## src/rtl/bus_rr_xbar.sv

```systemverilog
// Round-robin shared bus crossbar: NrHosts hosts to NrDevices memory-mapped devices.
// One transaction in flight at a time; variable device latency via a WAIT state,
// internally generated error responses for unmapped addresses.
// Optional feature macro: BUS_TIMEOUT_EN (forces an error response after
// TimeoutCycles WAIT cycles without a device response).
module bus_rr_xbar #(
    parameter int unsigned NrHosts       = 3,
    parameter int unsigned NrDevices     = 7,
    parameter int unsigned DataWidth     = 32,
    parameter int unsigned AddressWidth  = 32,
    parameter int unsigned TimeoutCycles = 255
) (
    input  logic                                     clk_i,
    input  logic                                     rst_i,

    input  logic [NrHosts-1:0]                       host_req_i,
    output logic [NrHosts-1:0]                       host_gnt_o,
    input  logic [NrHosts-1:0][AddressWidth-1:0]     host_addr_i,
    input  logic [NrHosts-1:0]                       host_we_i,
    input  logic [NrHosts-1:0][DataWidth/8-1:0]      host_be_i,
    input  logic [NrHosts-1:0][DataWidth-1:0]        host_wdata_i,
    output logic [NrHosts-1:0]                       host_rvalid_o,
    output logic [NrHosts-1:0][DataWidth-1:0]        host_rdata_o,
    output logic [NrHosts-1:0]                       host_err_o,

    output logic [NrDevices-1:0]                     device_req_o,
    output logic [NrDevices-1:0][AddressWidth-1:0]   device_addr_o,
    output logic [NrDevices-1:0]                     device_we_o,
    output logic [NrDevices-1:0][DataWidth/8-1:0]    device_be_o,
    output logic [NrDevices-1:0][DataWidth-1:0]      device_wdata_o,
    input  logic [NrDevices-1:0]                     device_rvalid_i,
    input  logic [NrDevices-1:0][DataWidth-1:0]      device_rdata_i,
    input  logic [NrDevices-1:0]                     device_err_i,

    input  logic [NrDevices-1:0][AddressWidth-1:0]   cfg_device_addr_base,
    input  logic [NrDevices-1:0][AddressWidth-1:0]   cfg_device_addr_mask
);

    localparam int unsigned HostIdxW = (NrHosts > 1) ? $clog2(NrHosts) : 1;
    localparam int unsigned DevIdxW  = (NrDevices > 1) ? $clog2(NrDevices) : 1;

    // Elaboration-time parameter sanity checks
    if (NrHosts < 1) begin : g_bad_hosts
        $error("bus_rr_xbar: NrHosts must be >= 1");
    end
    if (NrDevices < 1) begin : g_bad_devices
        $error("bus_rr_xbar: NrDevices must be >= 1");
    end
    if (TimeoutCycles < 1) begin : g_bad_timeout
        $error("bus_rr_xbar: TimeoutCycles must be >= 1");
    end

    typedef enum logic [1:0] {
        StIdle    = 2'd0,
        StWait    = 2'd1,
        StErrResp = 2'd2
    } state_e;

    state_e                state_q, state_d;
    logic [HostIdxW-1:0]   rr_ptr_q, rr_ptr_d;
    logic [HostIdxW-1:0]   host_q, host_d;
    logic [DevIdxW-1:0]    dev_q, dev_d;

    logic                  arb_valid;
    logic [HostIdxW-1:0]   arb_idx;
    logic [HostIdxW-1:0]   rr_next;
    int unsigned           arb_pos;

    logic [AddressWidth-1:0] sel_addr;
    logic                    dec_hit;
    logic [DevIdxW-1:0]      dec_idx;

    logic                  rsp_valid;
    logic [DataWidth-1:0]  rsp_data;
    logic                  rsp_err;

`ifdef BUS_TIMEOUT_EN
    localparam int unsigned CntW = $clog2(TimeoutCycles + 1);

    logic [CntW-1:0] cnt_q, cnt_d;
    logic            timeout_hit;

    // Timeout fires on the TimeoutCycles-th WAIT cycle without a response
    assign timeout_hit = (cnt_q == CntW'(TimeoutCycles - 1));
`endif

    // Round-robin search: first requesting host at or after rr_ptr_q, with wrap
    always_comb begin
        arb_valid = 1'b0;
        arb_idx   = '0;
        arb_pos   = 0;
        for (int unsigned i = 0; i < NrHosts; i++) begin
            arb_pos = 32'(rr_ptr_q) + i;
            if (arb_pos >= NrHosts) begin
                arb_pos = arb_pos - NrHosts;
            end
            if (!arb_valid && host_req_i[HostIdxW'(arb_pos)]) begin
                arb_valid = 1'b1;
                arb_idx   = HostIdxW'(arb_pos);
            end
        end
    end

    // Pointer value after granting arb_idx
    always_comb begin
        rr_next = HostIdxW'(arb_idx + HostIdxW'(1));
        if (arb_idx == HostIdxW'(NrHosts - 1)) begin
            rr_next = '0;
        end
    end

    // Address decode of the candidate host; lowest matching device index wins
    always_comb begin
        sel_addr = host_addr_i[arb_idx];
        dec_hit  = 1'b0;
        dec_idx  = '0;
        for (int unsigned d = 0; d < NrDevices; d++) begin
            if (!dec_hit &&
                ((sel_addr & cfg_device_addr_mask[DevIdxW'(d)]) == cfg_device_addr_base[DevIdxW'(d)])) begin
                dec_hit = 1'b1;
                dec_idx = DevIdxW'(d);
            end
        end
    end

    // Response from the device that owns the outstanding transaction
    always_comb begin
        rsp_valid = device_rvalid_i[dev_q];
        rsp_data  = device_rdata_i[dev_q];
        rsp_err   = device_err_i[dev_q];
    end

    // State register and transaction bookkeeping flops
    always_ff @(posedge clk_i) begin
        if (rst_i) begin
            state_q  <= StIdle;
            rr_ptr_q <= '0;
            host_q   <= '0;
            dev_q    <= '0;
`ifdef BUS_TIMEOUT_EN
            cnt_q    <= '0;
`endif
        end else begin
            state_q  <= state_d;
            rr_ptr_q <= rr_ptr_d;
            host_q   <= host_d;
            dev_q    <= dev_d;
`ifdef BUS_TIMEOUT_EN
            cnt_q    <= cnt_d;
`endif
        end
    end

    // Next-state logic
    always_comb begin
        state_d  = state_q;
        rr_ptr_d = rr_ptr_q;
        host_d   = host_q;
        dev_d    = dev_q;
`ifdef BUS_TIMEOUT_EN
        cnt_d    = cnt_q;
`endif
        unique case (state_q)
            StIdle: begin
                if (arb_valid) begin
                    host_d   = arb_idx;
                    rr_ptr_d = rr_next;
                    if (dec_hit) begin
                        dev_d   = dec_idx;
                        state_d = StWait;
`ifdef BUS_TIMEOUT_EN
                        cnt_d   = '0;
`endif
                    end else begin
                        state_d = StErrResp;
                    end
                end
            end
            StWait: begin
                if (rsp_valid) begin
                    state_d = StIdle;
                end
`ifdef BUS_TIMEOUT_EN
                else if (timeout_hit) begin
                    state_d = StIdle;
                end else begin
                    cnt_d = cnt_q + CntW'(1);
                end
`endif
            end
            StErrResp: begin
                state_d = StIdle;
            end
            default: begin
                state_d = StIdle;
            end
        endcase
    end

    // Output logic: grants, device forwarding and host responses (all gated by reset)
    always_comb begin
        host_gnt_o     = '0;
        host_rvalid_o  = '0;
        host_rdata_o   = '0;
        host_err_o     = '0;
        device_req_o   = '0;
        device_addr_o  = '0;
        device_we_o    = '0;
        device_be_o    = '0;
        device_wdata_o = '0;
        if (!rst_i) begin
            unique case (state_q)
                StIdle: begin
                    if (arb_valid) begin
                        host_gnt_o[arb_idx] = 1'b1;
                        if (dec_hit) begin
                            device_req_o[dec_idx]   = 1'b1;
                            device_addr_o[dec_idx]  = host_addr_i[arb_idx];
                            device_we_o[dec_idx]    = host_we_i[arb_idx];
                            device_be_o[dec_idx]    = host_be_i[arb_idx];
                            device_wdata_o[dec_idx] = host_wdata_i[arb_idx];
                        end
                    end
                end
                StWait: begin
                    if (rsp_valid) begin
                        host_rvalid_o[host_q] = 1'b1;
                        host_rdata_o[host_q]  = rsp_data;
                        host_err_o[host_q]    = rsp_err;
                    end
`ifdef BUS_TIMEOUT_EN
                    else if (timeout_hit) begin
                        host_rvalid_o[host_q] = 1'b1;
                        host_err_o[host_q]    = 1'b1;
                    end
`endif
                end
                StErrResp: begin
                    host_rvalid_o[host_q] = 1'b1;
                    host_err_o[host_q]    = 1'b1;
                end
                default: begin
                end
            endcase
        end
    end

endmodule

```

## config.mk

```make
export PLATFORM = sky130hd
export DESIGN_NAME = bus_rr_xbar
export DESIGN_NICKNAME = d
export VERILOG_FILES = /design/src/rtl/bus_rr_xbar.sv
export SDC_FILE = /design/constraint.sdc
export NUM_CORES = 1
export LEC_CHECK = 0
export ABC_AREA = 0
export CORE_AREA = 2 2 573 575
export CTS_CLUSTER_DIAMETER = 50
export DETAILED_ROUTE_END_ITERATION = 8
export DIE_AREA = 0 0 575 577
export DONT_BUFFER_PORTS = 1
export PLACE_DENSITY = 0.3
export SYNTH_ARGS = -nofsm -noshare
export SYNTH_HDL_FRONTEND = slang
export SYNTH_SLANG_ARGS = --single-unit
```

## constraint.sdc

```tcl
create_clock -name clk_i -period 8.61 [get_ports clk_i]
set_input_delay 0.861 -clock clk_i [delete_from_list [all_inputs] [get_ports clk_i]]
set_output_delay 0.861 -clock clk_i [all_outputs]
set_load 0.03 [all_outputs]
```

==> metrics.md <==
| Metric | Value |
|---|---|
| Max Slew Vio Count | 8 |
| Synth top area share | 11.28% |
| Compound-Gate Fraction of Synth Area | 37.06% |
| Hold Path Origin | state_q[1]$_SDFFE_PP0P_ |
| Worst skew pair latency | 0.24 ns |
| CTS max path bufs | 2 |
| GR Util All Layers | 17.70% |
| R2R cell count | 19 |
| Setup crit end kind | output port |
| Core ar. | 0.3258 sq mm |
| Post-CTS setup buffer count | 0 |
| Slew HR | -2.581% |
| Syn avg cell area | 6.146 sq um |
| Adder-cell area share of the yosys netlist | 0.4993% |
| Seq cells post-synth | 9 |
| Vias/cell | 3.856 |
| Via count | 29270 |
| WL/cell | 41.24 um |
| Simple-gate share of the synthesized area | 36.39% |
| Max-capacitance violation count | 2 |
| Resized Gates After CTS | 0 |
| Rows | 210 |
| Post-CTS Hold Buffers | 0 |
| Layout area overhead | 52.24% |
| Proportion of synthesized chip area in sequential cells | 1.027% |
| Synth area leaders | nor2_1, mux2i_1, nand2_1, nor4_1, inv_1 |
| CTS H-tree depth | 1 |
| Top-count cell post-synth | nor2_1 |
| Share of layout cells above drive strength 1 | 23.56% |
| Share of flip-flops with an asynchronous set or reset | 0% |
| Drt first-iter violations | 3966 |
| Dpl cell area | 0.02626 sq mm |
| Crit path launch type | register |
| Largest net degree at the start of global routing | 99 |
| Final min period | 8.579 ns |
| R2R Setup Slk | 1.71 ns |
| Syn Std Cell Area | 0.01754 sq mm |
| Worst hold path type | register to register |
| Placer Congestion | 0.9513 |
| Final setup viols | 0 |
| Initial core utilization | 5.384% |
| RSZ-0062 raised after global routing | no |
| CP arrival | 7.72 ns |
| Mapped Cells | 2854 |
| R2R Path End | dev_q[0]$_SDFFE_PP0P_ |
| Synth Area in XOR/XNOR | 0.3495% |
| Hold Fails Final Rpt | 0 |
| Detail Route Antenna Nets | 0 |
| Drt drc | 0 |
| Port Buffers | 0 |
| Initial antenna violation count | 246 |
| CTS Buf Count | 3 |
| Slew of the pin with the lowest slew margin | 1.539 ns |
| Worst vdd rail ir drop | 178.5 uV |
| Final wirelength | 313.1 mm |
| Die Wd | 575 um |
| Failing checks | max-capacitance violations, max-slew violations |
| # clock sinks | 9 |
| Final-stage net count | 4005 |
| Synth top cells by count | nor2_1, nand2_1, inv_1, clkbuf_1, a21oi_1 |
| Largest family of logic cells by synthesized area | compound AO/OA/AOI/OAI gates |
| Die H | 577 um |
| Max Clock Freq | 116.6 MHz |
| DR pass1 iterations | 6 |
| LEAKAGE | 0.008489 uW |
| Synth Warn # | 0 |
| IO Pins | 1493 |
| Setup TNS | 0 ns |
| Hold path cells | 2 |
| Hold Crit Endpoint | state_q[1]$_SDFFE_PP0P_ |
| CTS tree | done |
| Crit Path Class | register to output port |
| Die area | 0.3318 sq mm |
| Area leader, netlist | nor2_1 |
| Vias in the first global route | 25690 |
| First-pass GRT wire length | 366.0 mm |
| Clock skew | 0.001622 ns |
| Crit-path max FO | 30 |
| Clock transition at the registers of the reported paths | 0.04 ns |
| Grt ovf | 0 |
| Worst EP required | 7.75 ns |
| Fin crit share | 99.64% |
| PD cells | 276.6 mW/mm^2 |
| Net Count, Synth | 3759 |
| Status | finished, violations left |
| Post-route cell area | 0.02670 sq mm |
| HPWL after DPL | 275.6 mm |
| Post-synth EDFFs | 0 |
| R2R Path Start | rr_ptr_q[0]$_SDFFE_PP0P_ |
| Yosys cell types | 98 |
| Post-synth top flop | dfxtp_1 |
| CTS root buffer | clkbuf_16 |
| Multiplexer area fraction after synthesis | 13.73% |
cells in the final DEF, fill, tap and decap left out, types with 29 or more instances in the layout:
cell         n
a221oi_1    29
nor2_1     514
a2111oi_0   39
a31oi_1     48
nand3_1     74
mux2i_1    117
nor4_1     119
a22oi_1     34
diode_2    147
nor2b_1     94
a211oi_2    54
mux4_2      34
inv_1      204
o21ai_0     86
nor3_1      33
o22ai_1     61
a211oi_1    31
nand4_1     43
a21oi_1    112
buf_4      478
nand2_1    261
o211ai_1    84
cell type report:
class                           count  area [sq um]
Tap cell                         4346          5438
Fill cell                       38700        299100
Inverter                          207         777.0
Timing Repair Buffer              495          3916
Clock buffer                        4         78.83
Antenna cell                      147         367.9
Sequential cell                     9         188.9
Multi-Input combinational cell   2384         15940
power breakdown:
part	internal, uW	switching [uW]
clock	61.9	20.7
sequential	51.3	15.5
combinational	1640	5600
critical path, cell delays in order (launching register included):
cell and delay (ns):
dfxtp_1 0.37, inv_1 0.08, ha_1 0.45, mux2i_1 0.27
o22a_2 0.29, a31o_2 0.87, nand3_1 0.21, a21oi_1 0.96
o21ai_0 0.25, a2111oi_0 0.94, nand4_1 0.43, or4_1 0.73
a21o_1 0.31, a21o_4 0.38, buf_4 0.34, a211oi_2 0.29
buf_4 0.20
per-stage QoR:
stage                     std cells  power, uW  hold WS, ns  util (%)  setup slack (ns)
final                          7592       7386       0.5013     8.196           0.03106
after global routing           7518       7494       0.5023     8.139            0.1148
after CTS                      7445       7253       0.4848     8.083            0.2069
after detailed placement       7441       7148       0.4729     8.059            0.5129
after global placement         7441       7138       0.4767     8.059            0.5382
after floorplan                2854       2963       0.4486         -             2.727
worst max path at each step:
| stage | from | to | cells past startpoint |
|---|---|---|---|
| after CTS | rr_ptr_q[0]$_SDFFE_PP0P_ | device_addr_o[157] | 16 |
| after detailed placement | rr_ptr_q[0]$_SDFFE_PP0P_ | device_addr_o[158] | 16 |
| final | rr_ptr_q[0]$_SDFFE_PP0P_ | device_wdata_o[154] | 16 |
| after global placement | rr_ptr_q[0]$_SDFFE_PP0P_ | device_addr_o[157] | 16 |
| after global routing | rr_ptr_q[0]$_SDFFE_PP0P_ | device_addr_o[157] | 16 |
| after floorplan | rr_ptr_q[0]$_SDFFE_PP0P_ | device_addr_o[163] | 18 |
state kept, by name, summed over array words and instances, names as in the netlist:
register	count
state_q	2
dev_q	3
host_q	2
rr_ptr_q	2
routing by layer:
metal / share of wire (%) / vias up / GRT usage (%)
li1: - / 11430 / -
met1: 32 / 14450 / 17.58
met2: 47 / 2575 / 29.47
met3: 15 / 675 / 10.40
met4: 5.0 / 146 / 8.377
met5: 0.29 / - / 0.3587
cells by family (layout without fill, tap and decap cells):
kind of cell             count (synthesis)  in the layout
multiplexers                           188            188
XOR/XNOR                                 7              7
AND/OR/NAND/NOR                       1325           1325
other                                    0            147
adder cells (fa/ha/maj)                  7              7
AO/OA/AOI/OAI                          857            857
buffers and inverters                  461            706
flip-flops                               9              9
(Power assumes the default switching activity.)
